==> config.mk <==
export PLATFORM = sky130hd
export DESIGN_NAME = fetch_stage
export DESIGN_NICKNAME = d
export VERILOG_FILES = /design/src/rtl/fetch_pkg.sv /design/src/rtl/if_id_reg.sv /design/src/rtl/fetch_stage.sv
export SDC_FILE = /design/constraint.sdc
export NUM_CORES = 1
export LEC_CHECK = 0
export ABC_AREA = 0
export ABC_CLOCK_PERIOD_IN_PS = 6600
export CAP_MARGIN = 20
export CORE_MARGIN = 5
export CORE_UTILIZATION = 30
export CTS_CLUSTER_SIZE = 40
export DETAILED_ROUTE_END_ITERATION = 6
export HOLD_SLACK_MARGIN = 0.08
export PLACE_DENSITY_LB_ADDON = 0.1
export SYNTH_ARGS = -nofsm -noshare
export SYNTH_HDL_FRONTEND = slang
export SYNTH_SLANG_ARGS = --single-unit
==> constraint.sdc <==
create_clock -name clk -period 6.6 [get_ports clk]
set_input_delay 1.32 -clock clk [delete_from_list [all_inputs] [get_ports clk]]
set_output_delay 1.32 -clock clk [all_outputs]
set_load 0.005 [all_outputs]
==> src/rtl/fetch_pkg.sv <==
// Shared types and constants for the instruction-fetch stage.
package fetch_pkg;

    localparam int FETCH_XLEN = 32;

    localparam logic [31:0] NOP = 32'h0000_0013;

    localparam logic [FETCH_XLEN-1:0] DEFAULT_RESET_PC = 32'h0000_0000;

    typedef enum logic {
        BOOT = 1'b0,
        RUN  = 1'b1
    } fetch_state_t;

    typedef struct packed {
        logic [31:0]            instr;
        logic [FETCH_XLEN-1:0]  pc;
        logic [FETCH_XLEN-1:0]  pcPlus4;
        logic                   valid;
    } if_id_t;

    // Contents of the IF/ID register when Decode holds no real instruction.
    localparam if_id_t IF_ID_BUBBLE = '{
        instr:   NOP,
        pc:      '0,
        pcPlus4: '0,
        valid:   1'b0
    };

endpackage

==> src/rtl/if_id_reg.sv <==
// IF/ID pipeline register. Reset and flush both load the bubble value;
// flush takes priority over the capture enable.
module if_id_reg
    import fetch_pkg::*;
#(
    parameter if_id_t BUBBLE = IF_ID_BUBBLE
) (
    input  logic   clk,
    input  logic   reset,
    input  logic   flush,
    input  logic   en,
    input  if_id_t d,
    output if_id_t q
);

    // Bubble on reset or flush, otherwise capture when enabled, else hold.
    always_ff @(posedge clk) begin
        if (reset) begin
            q <= BUBBLE;
        end else if (flush) begin
            q <= BUBBLE;
        end else if (en) begin
            q <= d;
        end
    end

endmodule

==> src/rtl/fetch_stage.sv <==
// Instruction-fetch stage: program counter, next-PC select, IF/ID register,
// wrong-path squash, misaligned-target flag and fetch/redirect counters.
//
//   state | meaning
//   ------+-------------------------------------------------------------
//   BOOT  | first cycle after reset: D loads a bubble, PC moves only on a
//         | redirect, giving imem one cycle to settle at RESET_PC
//   RUN   | normal fetch with stall/flush/redirect handling
//
// XLEN must match the width fixed in fetch_pkg (FETCH_XLEN), since the
// IF/ID record is a packed struct shared with the sub-module.
module fetch_stage
    import fetch_pkg::*;
#(
    parameter int              XLEN     = FETCH_XLEN,
    parameter logic [XLEN-1:0] RESET_PC = DEFAULT_RESET_PC
) (
    input  logic            clk,
    input  logic            reset,
    input  logic            stallF,
    input  logic            stallD,
    input  logic            flushD,
    input  logic            pcSrcE,
    input  logic [XLEN-1:0] pcTargetE,
    input  logic [31:0]     instrF,
    output logic [XLEN-1:0] pcF,
    output logic [XLEN-1:0] pcD,
    output logic [XLEN-1:0] pcPlus4D,
    output logic [31:0]     instrD,
    output logic            validD,
    output logic            misalignF,
    output logic [31:0]     fetchCount,
    output logic [31:0]     redirectCount
);

    fetch_state_t    state;
    logic [XLEN-1:0] pcPlus4F;
    logic [XLEN-1:0] pcNext;
    logic            inBoot;
    logic            pcEn;
    logic            ifIdFlush;
    logic            ifIdEn;
    logic            capture;
    if_id_t          ifIdIn;
    if_id_t          ifIdOut;

    // Next-PC select and load/capture qualifiers for this cycle.
    always_comb begin
        pcPlus4F  = pcF + XLEN'(4);
        pcNext    = pcSrcE ? {pcTargetE[XLEN-1:2], 2'b00} : pcPlus4F;
        inBoot    = (state == BOOT);
        // A redirect always moves the PC, even under stallF or in BOOT.
        pcEn      = pcSrcE || (!inBoot && !stallF);
        ifIdFlush = inBoot || flushD || pcSrcE;
        ifIdEn    = !stallD;
        capture   = !ifIdFlush && ifIdEn;
        ifIdIn    = '{instr: instrF, pc: pcF, pcPlus4: pcPlus4F, valid: 1'b1};
    end

    // BOOT lasts exactly one cycle after reset, then RUN until the next reset.
    always_ff @(posedge clk) begin
        if (reset) begin
            state <= BOOT;
        end else begin
            state <= RUN;
        end
    end

    // Program counter.
    always_ff @(posedge clk) begin
        if (reset) begin
            pcF <= RESET_PC;
        end else if (pcEn) begin
            pcF <= pcNext;
        end
    end

    // Sticky flag for a redirect target that is not word aligned.
    always_ff @(posedge clk) begin
        if (reset) begin
            misalignF <= 1'b0;
        end else if (pcSrcE && (pcTargetE[1:0] != 2'b00)) begin
            misalignF <= 1'b1;
        end
    end

    // Event counters; both wrap naturally at 2^32.
    always_ff @(posedge clk) begin
        if (reset) begin
            fetchCount    <= '0;
            redirectCount <= '0;
        end else begin
            if (capture) begin
                fetchCount <= fetchCount + 32'd1;
            end
            if (pcSrcE) begin
                redirectCount <= redirectCount + 32'd1;
            end
        end
    end

    if_id_reg #(
        .BUBBLE (IF_ID_BUBBLE)
    ) uIfId (
        .clk   (clk),
        .reset (reset),
        .flush (ifIdFlush),
        .en    (ifIdEn),
        .d     (ifIdIn),
        .q     (ifIdOut)
    );

    assign instrD   = ifIdOut.instr;
    assign pcD      = ifIdOut.pc;
    assign pcPlus4D = ifIdOut.pcPlus4;
    assign validD   = ifIdOut.valid;

endmodule
## After elaboration in Yosys (flattened, before gate mapping)

Index checks and enable logic that the tools add are counted.

- $add $sub $neg: 3
- Mux-type cells: 2
- Bitwise gates (word level): 1
- Reductions and logical operators: 11

Operators by type and width:

| kind | number |
|---|---|
| $add 32x1->32 const B | 2 |
| $add 32x3->32 const B | 1 |
| $mux 32 | 1 |
| $logic_and 1x1->1 | 3 |
| $logic_not 1->1 | 3 |
| $logic_or 1x1->1 | 3 |
| $reduce_bool 2->1 | 1 |
| $reduce_or 2->1 | 1 |
| $mux 1 | 1 |
| $not 1->1 | 1 |

- Flip-flop bits (word level): 195
- Input bits: 70
- Output and inout port bits: 194
- Logic and storage cells: 26

## Depth between registers and ports, before layout

- Depth after elaboration: 5
- Depth in mapped cells: 7
- Gate-level depth less buffers: 6

## Cells and area by module

From an unflattened synthesis, not the netlist that was laid out.

- Cells, all modules: 999
- Area, all modules: 8894.8 um^2

Modules (own cells, without submodules):

| module | instances | cells each | area an instance (um^2) | seq. area each (um^2) |
|---|---|---|---|---|
| fetch_stage | 1 | 684 | 5407.7 | 1921.8 |
| if_id_reg | 1 | 315 | 3487.1 | 1941.9 |

## Least setup slack after synthesis

No wires, ideal clock.

- Path type: input port to flip-flop
- From: input pcSrcE
- To: register fetchCount[27]
- Arrival: 3117 ps
- Data required time: 6530 ps
- Path slack: 3413 ps
- Stages: 5
- Buffers on the path: 0
- Path through: or4b_4 -> nor4_4 -> or4b_1 -> or3_1 -> a21oi_1

- Word-level cells in the longest chain between the ends: 3

Ends and longest elaborated chain:

| element | line | text |
|---|---|---|
| from (decl) | fetch_stage.sv:23 | `input logic pcSrcE,` |
| $logic_or 1x1->1 | fetch_stage.sv:54 | `ifIdFlush = inBoot \|\| flushD \|\| pcSrcE;` |
| $logic_not 1->1 | fetch_stage.sv:56 | `capture = !ifIdFlush && ifIdEn;` |
| $logic_and 1x1->1 | fetch_stage.sv:56 |  |
| to (signal assigned) | fetch_stage.sv:94 | `fetchCount <= fetchCount + 32'd1;` |
| to (decl) | fetch_stage.sv:32 | `output logic [31:0] fetchCount,` |

No other way between the ends.
A chain may end at the register's enable or synchronous reset.

## Worst setup path after layout

Ends and elaborated chain as after synthesis.

==> flow_summary.yaml <==
yosys:
  synth_compound_area_share_pct: 6.87
  synth_fa_ha_area_share_pct: 0.446
  ys_ff_latch: 189
  synth_xor_area_share_pct: 11.1
  synthSimpleGateAreaFrac_pct: 22.5
  muxShareOfSynthArea_pct: 9.20
  synth_ff_type: "dfxtp_1"
  synthCells: 971
  syn_area_mm2: 0.00842
  syn_avg_cell_area_um2: 8.67
  ys_types: 44
  synth_top_family_by_area: "simple AND/OR/NAND/NOR gates"
  synth_edf_count: 0
  yosysWarnings: 0
  synth-seq-area-share_pct: 44.9
  async_flop_share_pct: 0
place:
  port-buffer-count: 257
  gp_congestion: 0.767
  place_hpwl_mm: 18.8
  place_ws_ps: 2700
clock_tree:
  htreeDepth: 4
  cts_setup_buffers: 0
  root_buffer: "clkbuf_16"
  path_clk_slew_ps: 70
  cts_tree: "done"
  cts_hold_buf: 0
  clock_path_buffers: 2
  cts_sinks: 189
  numCtsBuffers: 17
  ctsResizeCount: 0
  clock_latency_ps: 430
power:
  leakage_nw: 4.22
  power_mw: 2.40
  ir_drop_mv: 0.115
  cellPowerDensity_mw_per_mm2: 204
min_path:
  hp-class: "reg2reg"
  min_path_cells: 2
route:
  wl_per_cell_um: 16.6
  vias: 7322
  ant_nets: 0
  dr.first_iter.drc_count: 337
  via_per_inst: 4.63
  first_pass_iters: 6
  routed_wl_mm: 26.3
  drc: 0
worst_setup_path:
  end_kind: "flop"
  cp_data_required_time_ps: 6960
  start_kind: "primary input"
  critPathMaxFanout: 65
  cp_data_arrival_time_ps: 3830
  critPathKind: "in2reg"
  r2r_cells: 5
global_route:
  grtUsageTotal_pct: 16.4
  antenna_found_initial: 3
  grt-ovfl-total: 0
  grt_pass1_wl_mm: 41.0
  grt_start_max_net_pins: 70
  first_global_vias: 7189
layout:
  nets: 1260
  regArea_mm2: 0.00378
  syn_to_final_growth_pct: 40.2
  final_common_cell: "clkdlybuf4s50_1"
  drive_above_1_share_pct: 4.33
  multi_input_area_mm2: 0.00425
  layout_common_cells: "clkdlybuf4s50_1 (254), dfxtp_1 (189), nor2_1 (162), mux2i_1 (74), xnor2_1 (59)"
  num-fill-cells: 2827
floorplanning:
  fp.dieArea_mm2: 0.0315
  die_x_um: 178
  io_pins: 264
  core_area_mm2: 0.0278
  initial_core_util_pct: 30.3
  die_h_um: 178
  rows: 61
timing:
  min_period_over_period_pct: 52.6
  worstMarginPinSlew_ps: 1080
  layout_min_cycle_time_ps: 3470
  tns_ps: 0
  rsz0062_at_grt: "no"
  setup_violations: 0
  skew_ps: 17.3
  postLayoutSetupSlackWorst_ps: 3130
  hold_viol: 0
  slew_headroom_pct: 27.4
  fmax_mhz: 288
  drv_slew: 0
status:
  status: "completed"
job:
  drv_cap: 0
flip-flops by register name, summed over array words and instances, names as in the netlist:
signal,count
redirectCount,32
pcF,30
uIfId.q,93
fetchCount,32
misalignF,1
state,1
cell usage after synthesis (13+ instances only):
cell type / instances / area share [%]
a21oi_1: 51 / 3.0
and3_1: 13 / 0.97
clkbuf_1: 56 / 2.5
dfxtp_1: 189 / 45
inv_1: 29 / 1.3
mux2i_1: 74 / 8.8
nand2_1: 53 / 2.4
nand3_1: 46 / 2.7
nand4_1: 35 / 2.6
nor2_1: 162 / 7.2
nor3_1: 23 / 1.4
nor4_1: 14 / 1.0
o21a_1: 17 / 1.5
o21ai_0: 30 / 1.8
xnor2_1: 59 / 6.1
xor2_1: 48 / 5.0
metrics by stage:
stage	cell area [um^2]	hold WS, ps	utilization, %	instances
floorplan	8440	442	-	976
global placement	11200	438	40.4	1546
detailed placement	11200	450	40.4	1546
CTS	11800	461	42.5	1578
global route	11800	478	42.5	1579
finish	11800	455	42.5	1580
cell type report:
class / instances / area share, %
repair buffers: 265 / 22.2
clock inverters: 12 / 0.975
multi-input cells: 685 / 36.0
clock buffers: 20 / 3.78
inverters: 29 / 0.922
diodes: 2 / 0.0424
flip-flops and latches: 189 / 32.1
well taps: 378 / 4.01
logic make-up (layout without fill, tap and decap cells):
logic type,after synthesis,count (layout)
xor gates and xnor gates,107,107
buffers and inverters,102,326
adders and majority gates,3,3
other,1,8
and+or+nand+nor,388,388
muxes,77,77
AOI/OAI and AO/OA,104,104
DFF,189,189
metal layers:
layer  part of all wire [%]  wire, um  GRT usage (%)
met4                    1.3       331           3.87
met1                     46     12100           21.8
met3                    6.7      1760           5.07
met5                  0.049        13              0
met2                     46     12100           26.0
power by group:
part,internal [mW],switching [mW]
Clock,0.513,0.498
Combinational,0.113,0.0851
Sequential,1.16,0.0373
path summary, 6_finish.rpt:
kind	slack, ps	start	end
setup / recovery	3130	pcSrcE	fetchCount[27]
hold / removal	460	misalignF	misalignF
setup reg to reg	3950	pcF[6]	pcF[21]
hold reg to reg	460	misalignF	misalignF
critical path: stages:
cell and delay [ps]:
buf_2 90, buf_4 310, or4b_4 670, nor4_4 390, or4b_1 530, or3_1 330
a21oi_1 140
No activity file was read; power rests on OpenSTA's default activity.
